`config.mk`:
```
export PLATFORM = sky130hd
export DESIGN_NAME = narrow_sat_flat
export DESIGN_NICKNAME = d
export VERILOG_FILES = /design/src/rtl/narrow_pkg.sv /design/src/rtl/narrow_sat_if.sv /design/src/rtl/narrow_stage.sv /design/src/rtl/narrow_sat.sv /design/src/flat_wrapper.sv
export SDC_FILE = /design/constraint.sdc
export NUM_CORES = 1
export LEC_CHECK = 0
export ABC_AREA = 0
export ABC_CLOCK_PERIOD_IN_PS = 1400
export CAP_MARGIN = 30
export CORE_MARGIN = 8
export CORE_UTILIZATION = 25
export DETAILED_ROUTE_END_ITERATION = 8
export GPL_ROUTABILITY_DRIVEN = 0
export GPL_TIMING_DRIVEN = 0
export PLACE_DENSITY = 0.49
export SETUP_SLACK_MARGIN = 0.15
export SYNTH_ARGS = -nofsm -noshare
export SYNTH_HDL_FRONTEND = slang
export SYNTH_HIERARCHICAL = 1
export SYNTH_SLANG_ARGS = --single-unit
```
`constraint.sdc`:
```
create_clock -name clk -period 1.4 [get_ports clk]
set_input_delay 0.42 -clock clk [delete_from_list [all_inputs] [get_ports clk]]
set_output_delay 0.42 -clock clk [all_outputs]
set_load 0.01 [all_outputs]
```
`src/rtl/narrow_pkg.sv`:
```
// narrow_pkg: shared definitions for the 32-to-16 bit narrowing unit.
//   - default widths for the input word, output halfword and overflow counter
//   - saturation constants for signed positive, signed negative, unsigned max
//   - range_ovf(): range check of a 32-bit word against the 16-bit target
//   - payload structs carried by the two pipeline stages
package narrow_pkg;

  localparam int DW_IN_DEF  = 32;
  localparam int DW_OUT_DEF = 16;
  localparam int CNT_W_DEF  = 8;

  localparam logic [15:0] SAT_SPOS = 16'h7FFF;
  localparam logic [15:0] SAT_SNEG = 16'h8000;
  localparam logic [15:0] SAT_UMAX = 16'hFFFF;

  // Stage-1 payload: low half, source sign and mode bits, plus the range verdict.
  typedef struct packed {
    logic        ovf;
    logic        sext;
    logic        sat;
    logic        sign;
    logic [15:0] data;
  } s1_t;

  // Stage-2 payload: final halfword and its overflow flag.
  typedef struct packed {
    logic        ovf;
    logic [15:0] data;
  } s2_t;

  // Signed: bits [31:15] must all equal the sign to fit in 16 bits.
  // Unsigned: bits [31:16] must all be zero.
  function automatic logic range_ovf(input logic [31:0] data, input logic sext);
    logic [16:0] w_hi_s;
    logic [15:0] w_hi_u;
    logic        w_ovf;
    w_hi_s = data[31:15];
    w_hi_u = data[31:16];
    if (sext) begin
      w_ovf = !((&w_hi_s) || (~|w_hi_s));
    end else begin
      w_ovf = |w_hi_u;
    end
    return w_ovf;
  endfunction

endpackage

```
`src/rtl/narrow_sat_if.sv`:
```
// narrow_sat_if: upstream and downstream valid/ready channels of narrow_sat.
//   in_valid/in_ready/in_data/in_sext/in_sat : word to narrow plus its mode
//   out_valid/out_ready/out_data/out_ovf     : narrowed halfword plus overflow flag
// master = producer of input words and consumer of results; slave = narrow_sat.
interface narrow_sat_if
  import narrow_pkg::*;
#(
  parameter int DW_IN  = DW_IN_DEF,
  parameter int DW_OUT = DW_OUT_DEF
) ();

  logic              in_valid;
  logic              in_ready;
  logic [DW_IN-1:0]  in_data;
  logic              in_sext;
  logic              in_sat;
  logic              out_valid;
  logic              out_ready;
  logic [DW_OUT-1:0] out_data;
  logic              out_ovf;

  modport master (
    output in_valid, in_data, in_sext, in_sat, out_ready,
    input  in_ready, out_valid, out_data, out_ovf
  );

  modport slave (
    input  in_valid, in_data, in_sext, in_sat, out_ready,
    output in_ready, out_valid, out_data, out_ovf
  );

endinterface

```
`src/rtl/narrow_stage.sv`:
```
// narrow_stage: one valid/ready pipeline register with a W-bit payload.
//   i_up_valid/o_up_ready/i_up_data : upstream side
//   o_dn_valid/i_dn_ready/o_dn_data : downstream side (registered)
// Accepts a new word whenever empty or when the held word leaves in the
// same cycle, so a chain of these runs at one word per cycle.
module narrow_stage #(
  parameter int W = 1
) (
  input  logic         clk,
  input  logic         rst_n,
  input  logic         i_up_valid,
  output logic         o_up_ready,
  input  logic [W-1:0] i_up_data,
  output logic         o_dn_valid,
  input  logic         i_dn_ready,
  output logic [W-1:0] o_dn_data
);

  logic         r_valid;
  logic [W-1:0] r_data;
  logic         w_load;

  assign o_up_ready = !r_valid || i_dn_ready;
  assign w_load     = i_up_valid && o_up_ready;
  assign o_dn_valid = r_valid;
  assign o_dn_data  = r_data;

  // Holding register: load on accept, empty when the held word is taken.
  always_ff @(posedge clk or negedge rst_n) begin
    if (!rst_n) begin
      r_valid <= 1'b0;
      r_data  <= '0;
    end else if (w_load) begin
      r_valid <= 1'b1;
      r_data  <= i_up_data;
    end else if (i_dn_ready) begin
      r_valid <= 1'b0;
      r_data  <= r_data;
    end else begin
      r_valid <= r_valid;
      r_data  <= r_data;
    end
  end

endmodule

```
`src/rtl/narrow_sat.sv`:
```
// narrow_sat: narrows a 32-bit word to 16 bits, signed or unsigned, with
// saturation or truncation, through a 2-stage valid/ready pipeline.
//   clk, rst_n  : clock and asynchronous active-low reset
//   bus (slave) : input word channel and result channel
//   clr_ovf     : synchronous clear of the overflow statistics
//   ovf_sticky  : set by any overflowed result transfer
//   ovf_count   : saturating count of overflowed result transfers
module narrow_sat
  import narrow_pkg::*;
#(
  parameter int DW_IN  = DW_IN_DEF,
  parameter int DW_OUT = DW_OUT_DEF,
  parameter int CNT_W  = CNT_W_DEF
) (
  input  logic             clk,
  input  logic             rst_n,
  narrow_sat_if.slave      bus,
  input  logic             clr_ovf,
  output logic             ovf_sticky,
  output logic [CNT_W-1:0] ovf_count
);

  localparam logic [CNT_W-1:0] CNT_MAX = {CNT_W{1'b1}};
  localparam logic [CNT_W-1:0] CNT_ONE = {{(CNT_W-1){1'b0}}, 1'b1};

  s1_t              w_s1_in;
  s1_t              w_s1_out;
  s2_t              w_s2_in;
  s2_t              w_s2_out;
  logic             w_s1_valid;
  logic             w_s2_ready;
  logic             w_ovf_xfer;
  logic             r_ovf_sticky;
  logic [CNT_W-1:0] r_ovf_count;
  logic [DW_OUT-1:0] w_lo;

  assign w_lo = bus.in_data[DW_OUT-1:0];

  // Stage-1 payload: the range check is done before the register.
  always_comb begin
    w_s1_in      = '0;
    w_s1_in.ovf  = range_ovf(bus.in_data, bus.in_sext);
    w_s1_in.sext = bus.in_sext;
    w_s1_in.sat  = bus.in_sat;
    w_s1_in.sign = bus.in_data[DW_IN-1];
    w_s1_in.data = w_lo;
  end

  narrow_stage #(.W($bits(s1_t))) u_s1 (
    .clk        (clk),
    .rst_n      (rst_n),
    .i_up_valid (bus.in_valid),
    .o_up_ready (bus.in_ready),
    .i_up_data  (w_s1_in),
    .o_dn_valid (w_s1_valid),
    .i_dn_ready (w_s2_ready),
    .o_dn_data  (w_s1_out)
  );

  // Result select: only an overflowed word in saturate mode is clamped.
  always_comb begin
    w_s2_in     = '0;
    w_s2_in.ovf = w_s1_out.ovf;
    if (!w_s1_out.ovf || !w_s1_out.sat) begin
      w_s2_in.data = w_s1_out.data;
    end else if (w_s1_out.sext) begin
      w_s2_in.data = w_s1_out.sign ? SAT_SNEG : SAT_SPOS;
    end else begin
      w_s2_in.data = SAT_UMAX;
    end
  end

  narrow_stage #(.W($bits(s2_t))) u_s2 (
    .clk        (clk),
    .rst_n      (rst_n),
    .i_up_valid (w_s1_valid),
    .o_up_ready (w_s2_ready),
    .i_up_data  (w_s2_in),
    .o_dn_valid (bus.out_valid),
    .i_dn_ready (bus.out_ready),
    .o_dn_data  (w_s2_out)
  );

  assign bus.out_data = w_s2_out.data;
  assign bus.out_ovf  = w_s2_out.ovf;

  assign w_ovf_xfer = bus.out_valid && bus.out_ready && bus.out_ovf;

  // Overflow statistics: a clear takes effect first, so a coincident
  // overflow transfer still leaves sticky=1, count=1.
  always_ff @(posedge clk or negedge rst_n) begin
    if (!rst_n) begin
      r_ovf_sticky <= 1'b0;
      r_ovf_count  <= '0;
    end else if (clr_ovf) begin
      r_ovf_sticky <= w_ovf_xfer;
      r_ovf_count  <= w_ovf_xfer ? CNT_ONE : '0;
    end else if (w_ovf_xfer) begin
      r_ovf_sticky <= 1'b1;
      r_ovf_count  <= (r_ovf_count == CNT_MAX) ? r_ovf_count : r_ovf_count + CNT_ONE;
    end else begin
      r_ovf_sticky <= r_ovf_sticky;
      r_ovf_count  <= r_ovf_count;
    end
  end

  assign ovf_sticky = r_ovf_sticky;
  assign ovf_count  = r_ovf_count;

endmodule

```
`src/flat_wrapper.sv`:
```
// flat-port wrapper written by rule: the top's interface ports become plain ports
module narrow_sat_flat import narrow_pkg::*;
#(
  parameter int DW_IN  = DW_IN_DEF,
  parameter int DW_OUT = DW_OUT_DEF,
  parameter int CNT_W  = CNT_W_DEF
)
  (clk, rst_n, clr_ovf, ovf_sticky, ovf_count, bus_in_valid, bus_in_data, bus_in_sext, bus_in_sat, bus_out_ready, bus_in_ready, bus_out_valid, bus_out_data, bus_out_ovf);
  narrow_sat_if #(.DW_IN(DW_IN), .DW_OUT(DW_OUT)) bus_i ();
  input  logic clk;
  input  logic rst_n;
  input  logic clr_ovf;
  output logic ovf_sticky;
  output logic [CNT_W-1:0] ovf_count;
  input wire logic [$bits(bus_i.in_valid)-1:0] bus_in_valid;
  input wire logic [$bits(bus_i.in_data)-1:0] bus_in_data;
  input wire logic [$bits(bus_i.in_sext)-1:0] bus_in_sext;
  input wire logic [$bits(bus_i.in_sat)-1:0] bus_in_sat;
  input wire logic [$bits(bus_i.out_ready)-1:0] bus_out_ready;
  output wire logic [$bits(bus_i.in_ready)-1:0] bus_in_ready;
  output wire logic [$bits(bus_i.out_valid)-1:0] bus_out_valid;
  output wire logic [$bits(bus_i.out_data)-1:0] bus_out_data;
  output wire logic [$bits(bus_i.out_ovf)-1:0] bus_out_ovf;
  assign bus_i.in_valid = bus_in_valid;
  assign bus_i.in_data = bus_in_data;
  assign bus_i.in_sext = bus_in_sext;
  assign bus_i.in_sat = bus_in_sat;
  assign bus_i.out_ready = bus_out_ready;
  assign bus_in_ready = bus_i.in_ready;
  assign bus_out_valid = bus_i.out_valid;
  assign bus_out_data = bus_i.out_data;
  assign bus_out_ovf = bus_i.out_ovf;
  narrow_sat #(.DW_IN(DW_IN), .DW_OUT(DW_OUT), .CNT_W(CNT_W)) u_core (.clk(clk), .rst_n(rst_n), .bus(bus_i), .clr_ovf(clr_ovf), .ovf_sticky(ovf_sticky), .ovf_count(ovf_count));
endmodule
```
## Yosys cells after proc, flatten, opt, wreduce, memory -nomap -nowiden

Cells that the tools add are included.

- Reduce and logical (&&, ||, !) cells: 21
- Equal/unequal tests: 2
- $add $sub $neg: 1
- Mux-type cells: 14

Operators by type and width:

| kind | number |
|---|---|
| $mux W16 | 3 |
| $mux W8 | 3 |
| $reduce_and A17 Y1 | 1 |
| $reduce_or A17 Y1 | 1 |
| $reduce_or A16 Y1 | 1 |
| $add A8 B1 Y8 const B | 1 |
| $eq A8 B8 Y1 const B | 1 |
| $mux W1 | 8 |
| $logic_not A1 Y1 | 6 |
| $reduce_bool A2 Y1 | 3 |
| $logic_and A1 B1 Y1 | 4 |
| $logic_or A1 B1 Y1 | 4 |
| $ne A2 B2 Y1 const B | 1 |
| $reduce_and A2 Y1 | 1 |

- Logic and storage cells: 44
- Bits in registers: 48
- Output and inout bits: 28
- Bits of input ports: 39

## Logic depth before layout (Yosys ltp)

- Word-level depth: 5
- Depth in mapped cells: 5
- Gate-level depth less buffers: 4

## By module

Netlist, hierarchy kept.

Modules (own cells, without submodules):

| module | seq. area each (sq um) | area an instance (sq um) | instances | cells an instance |
|---|---|---|---|---|
| narrow_stage at u_core.u_s1 | 525.5 | 898.4 | 1 | 46 |
| narrow_sat | 225.2 | 754.5 | 1 | 87 |
| narrow_stage at u_core.u_s2 | 450.4 | 732.0 | 1 | 39 |

## Worst setup path after synthesis

Ideal clock, no wire load.

- Kind: reg-to-reg
- From: register u_core.r_ovf_count[0] (netlist: u_core/ovf_count[0])
- To: register u_core.r_ovf_count[3] (netlist: u_core/ovf_count[3])
- Clock period less this slack: 1,612 ps
- Path buffers: 0
- Library setup time: 125 ps
- Slack: -212 ps
- Data arrival time: 1,488 ps
- Data required time: 1,275 ps
- Stages on the path, launching flop included: 5
- Path through: dfrtp_1 ha_1 and4_4 a211oi_1 mux2_2

- Word-level cells in the longest chain between the ends: 4
- Elaborated cells between the ends (all ways): 7
- Classes of those cells: add/sub (1); eq/ne (2); mux (3); reduce/logical (1)

Ends and longest elaborated chain:

| item | line | RTL |
|---|---|---|
| start: declaration | narrow_sat.sv:34 | `logic [CNT_W-1:0] r_ovf_count;` |
| start signal: assignment | narrow_sat.sv:97 | `r_ovf_count <= w_ovf_xfer ? CNT_ONE : '0;` |
| start signal: assignment | narrow_sat.sv:100 | `r_ovf_count <= (r_ovf_count == CNT_MAX) ? r_ovf_count : r_ovf_count + CNT_ONE;` |
| start signal: assignment | narrow_sat.sv:103 | `r_ovf_count <= r_ovf_count;` |
| $add A8 B1 Y8 | narrow_sat.sv:100 |  |
| $mux W8 | narrow_sat.sv:100 |  |
| $mux W8 | narrow_sat.sv:98 | `end else if (w_ovf_xfer) begin` |
| $mux W8 | narrow_sat.sv:95 | `end else if (clr_ovf) begin` |

Several ways; a longest one is shown, not always the timed one. The select of a mux whose other input is x is not followed.
A chain may end at the register's enable or synchronous reset.

## Worst setup path in the final report

- From: register u_core.r_ovf_count[0] (netlist: u_core/ovf_count[0])
- To: register u_core.r_ovf_count[4] (netlist: u_core/ovf_count[4])

The elaborated chain is that of the path after synthesis.

==> impl_metrics.env <==
export IMPL_outcome="complete, but fails checks"
export IMPL_violations="negative setup slack"
export IMPL_port_buffers=66
export IMPL_synthCells=172
export IMPL_pin_count=67
export IMPL_wl_per_cell_um=15.43
export IMPL_synth_edf_count=0
export IMPL_dp_cells=368
export IMPL_finalWorstPathRequiredPeriod_ns=1.514
export IMPL_cts_buffers=5
export IMPL_pwr_density_cell_nw_per_um2=1100
export IMPL_yosysSeqAreaShare_pct=50.37
export IMPL_overflow=0
export IMPL_antenna_found_initial=0
export IMPL_synth_nets=212
export IMPL_gr_usage_met1_pct=12.39
export IMPL_vias=1850
export IMPL_drt_iter0_drc=32
export IMPL_worst_setup_path_type="flip-flop to flip-flop"
export IMPL_viasPerCell=4.394
export IMPL_setup_viol=31
export IMPL_grt_usage_pct=10.12
export IMPL_ys_seq_elements=48
export IMPL_synth_most_common_cell="dfrtp_1"
export IMPL_cts_tree="yes"
export IMPL_synthTopCellsByArea="dfrtp_1, mux2_4, a21o_1"
export IMPL_synth_common_cells="dfrtp_1, mux2_4, a21o_1"
export IMPL_final_nets=332
export IMPL_finalMaxSlewViolations=0
export IMPL_path_delay_family="flip-flops"
export IMPL_ant_nets=0
export IMPL_yosysUniqueCellTypes=38
export IMPL_design_area_sq_um=3913
export IMPL_rsz0062_at_grt="true"
export IMPL_cap_violations=0
export IMPL_slowest_delay_ns=0.46
export IMPL_diodes=0
export IMPL_drtPass1Iterations=4
export IMPL_cp_max_fo=4
export IMPL_cts_sinks=48
export IMPL_layout_drive_gt1_share_pct=54.11
export IMPL_grt_max_degree=27
export IMPL_finalHoldViolCount=0
export IMPL_worst_slack_ns=-0.1138
export IMPL_slowest_stage="dfrtp_2"
export IMPL_critPathLaunchType="flip-flop"
export IMPL_crit_buf_inv=0
export IMPL_syn_area_sq_um=2385
export IMPL_yosysTopAreaCell="dfrtp_1"
export IMPL_die_y_um=113.7
export IMPL_peakVddDrop_v=0.0004565
export IMPL_core_area_sq_um=9240
export IMPL_clockRootBuffer="clkbuf_8"
export IMPL_drc=0
export IMPL_place_area_sq_um=3267
export IMPL_timing_final_crit_share_pct=108.1
export IMPL_syn_avg_cell_area_sq_um=13.87
export IMPL_top_usage_layer="met2"
export IMPL_clk_path_buf_depth=2
export IMPL_synthArstFlopShare_pct=100.0
export IMPL_clk_pin_slew_ns=0.08
export IMPL_max_clock_freq_mhz=660.6
export IMPL_first_global_vias=1994
export IMPL_post_dp_hpwl_mm=4.188
export IMPL_tightest_slew_ns=0.5699
export IMPL_synth_flop_cell="dfrtp_1"
export IMPL_synth_warnings=6
export IMPL_wl_mm=6.496
export IMPL_cts_hold_buf=0
export IMPL_cp_arrival_ns=1.70
export IMPL_synth_top_area_share_pct=50.37
export IMPL_leakage_nw=1.853
export IMPL_grt_use_met3_pct=3.434
export IMPL_start_util_pct=25.81
export IMPL_grt_pass1_wl_mm=10.41
export IMPL_final_cells=421
export IMPL_dieArea_sq_um=12920
export IMPL_num_rows=35
export IMPL_area_growth_syn_to_layout_pct=64.06
export IMPL_finalClockSkew_ns=0.004524
export IMPL_min_path_type="primary input to asynchronous set/reset pin"
export IMPL_gr_usage_met2_pct=16.33
export IMPL_insertion_delay_ns=0.29
export IMPL_htreeDepth=2
export IMPL_worstPathCellList="ha_4 > and4_4 > a211oi_4 > mux2_4"
export IMPL_cp_required_ns=1.58
export IMPL_maxSlewHeadroom_pct=62.01
export IMPL_die_x_um=113.7
export IMPL_worst_hold_slack_ns=0.1118
export IMPL_endpoint_kind="flip-flop"
-- what timing repair did --
action | CTS | global route
setup endpoints to repair | 75 | 72
gates cloned | 2 | 2
buffers inserted | 33 | 9
resized for setup | 167 | 30
pin swaps | 15 | 3
-- sequential cells by signal (all words and copies together), names as in the netlist --
| signal | cells |
|---|---|
| u_core/u_s2/o_dn_valid | 1 |
| u_core/ovf_sticky | 1 |
| u_core/ovf_count | 8 |
| u_core/u_s1/o_dn_data | 20 |
| u_core/u_s2/o_dn_data | 17 |
| u_core/u_s1/o_dn_valid | 1 |
-- layout by cell type (no fill, tap or decap), types with 4 or more instances in the layout --
| cell | synthesis | routed |
|---|---|---|
| buf_4 | 1 | 25 |
| a21o_1 | 15 | 15 |
| nor4_1 | 5 | 4 |
| clkbuf_8 | 0 | 7 |
| nand4_1 | 4 | 4 |
| dlygate4sd2_1 | 0 | 16 |
| buf_2 | 2 | 22 |
| nor2b_1 | 4 | 4 |
| nand2_1 | 5 | 5 |
| dfrtp_1 | 48 | 45 |
| clkdlybuf4s50_1 | 0 | 20 |
| buf_6 | 0 | 29 |
| buf_12 | 3 | 6 |
| mux2_4 | 30 | 38 |
-- worst paths after layout --
kind,end,depth (start not counted),startpoint,slack (ns)
max in group asynchronous,u_core/ovf_count[1],2,rst_n,0.73
setup / recovery,u_core/ovf_count[4],4,u_core/ovf_count[0],-0.11
hold reg to reg,u_core/u_s1/o_dn_data[8],1,u_core/u_s1/o_dn_data[8],0.52
setup reg to reg,u_core/ovf_count[4],4,u_core/ovf_count[0],-0.11
min in group clk,u_core/u_s1/o_dn_data[8],1,u_core/u_s1/o_dn_data[8],0.52
hold / removal,u_core/ovf_sticky,1,rst_n,0.11
-- stage by stage --
| step | worst slack, ns | util [%] | total power [mW] | setup TNS, ns |
|---|---|---|---|---|
| after floorplan | -0.01834 | - | 2.517 | -0.03668 |
| after global placement | -1.864 | 35.19 | 3.161 | -101.10 |
| after detailed placement | -0.8109 | 35.36 | 3.179 | -20.68 |
| after CTS | -0.07520 | 39.92 | 4.204 | -0.5316 |
| after global routing | -0.1458 | 42.34 | 4.570 | -2.146 |
| final | -0.1138 | 42.34 | 4.303 | -0.6914 |
-- cell families (layout without fill, tap and decap cells) --
| kind of cell | Yosys count | in the layout | synth area share [%] |
|---|---|---|---|
| flops | 48 | 48 | 50.37 |
| mux | 41 | 41 | 23.98 |
| simple gates | 39 | 39 | 11.33 |
| compound gates | 32 | 32 | 9.759 |
| buf+inv | 11 | 131 | 4.040 |
| fa+ha+maj | 1 | 1 | 0.5246 |
-- metal layers --
layer / vias up / share of wire (%)
met5: - / 0
li1: 881 / -
met1: 915 / 45
met3: 5 / 6.1
met2: 49 / 48
met4: 0 / 1.2
-- final cells by class --
class,instances,area (sq um)
Buffer,9,117.6
Clock buffer,7,96.34
Fill cell,885,5328
Inverter,2,7.507
Multi-Input combinational cell,113,1265
Sequential cell,48,1205
Tap cell,129,161.4
Timing Repair Buffer,113,1060
-- report_power, final --
| part | leakage (nW) | switching [mW] | total [mW] | internal [mW] |
|---|---|---|---|---|
| combinational | 1.24 | 0.577 | 1.60 | 1.03 |
| clock | 0.0503 | 0.443 | 0.884 | 0.441 |
| sequential | 0.562 | 0.168 | 1.81 | 1.65 |
Note: power is estimated with default switching activity, not from simulation.
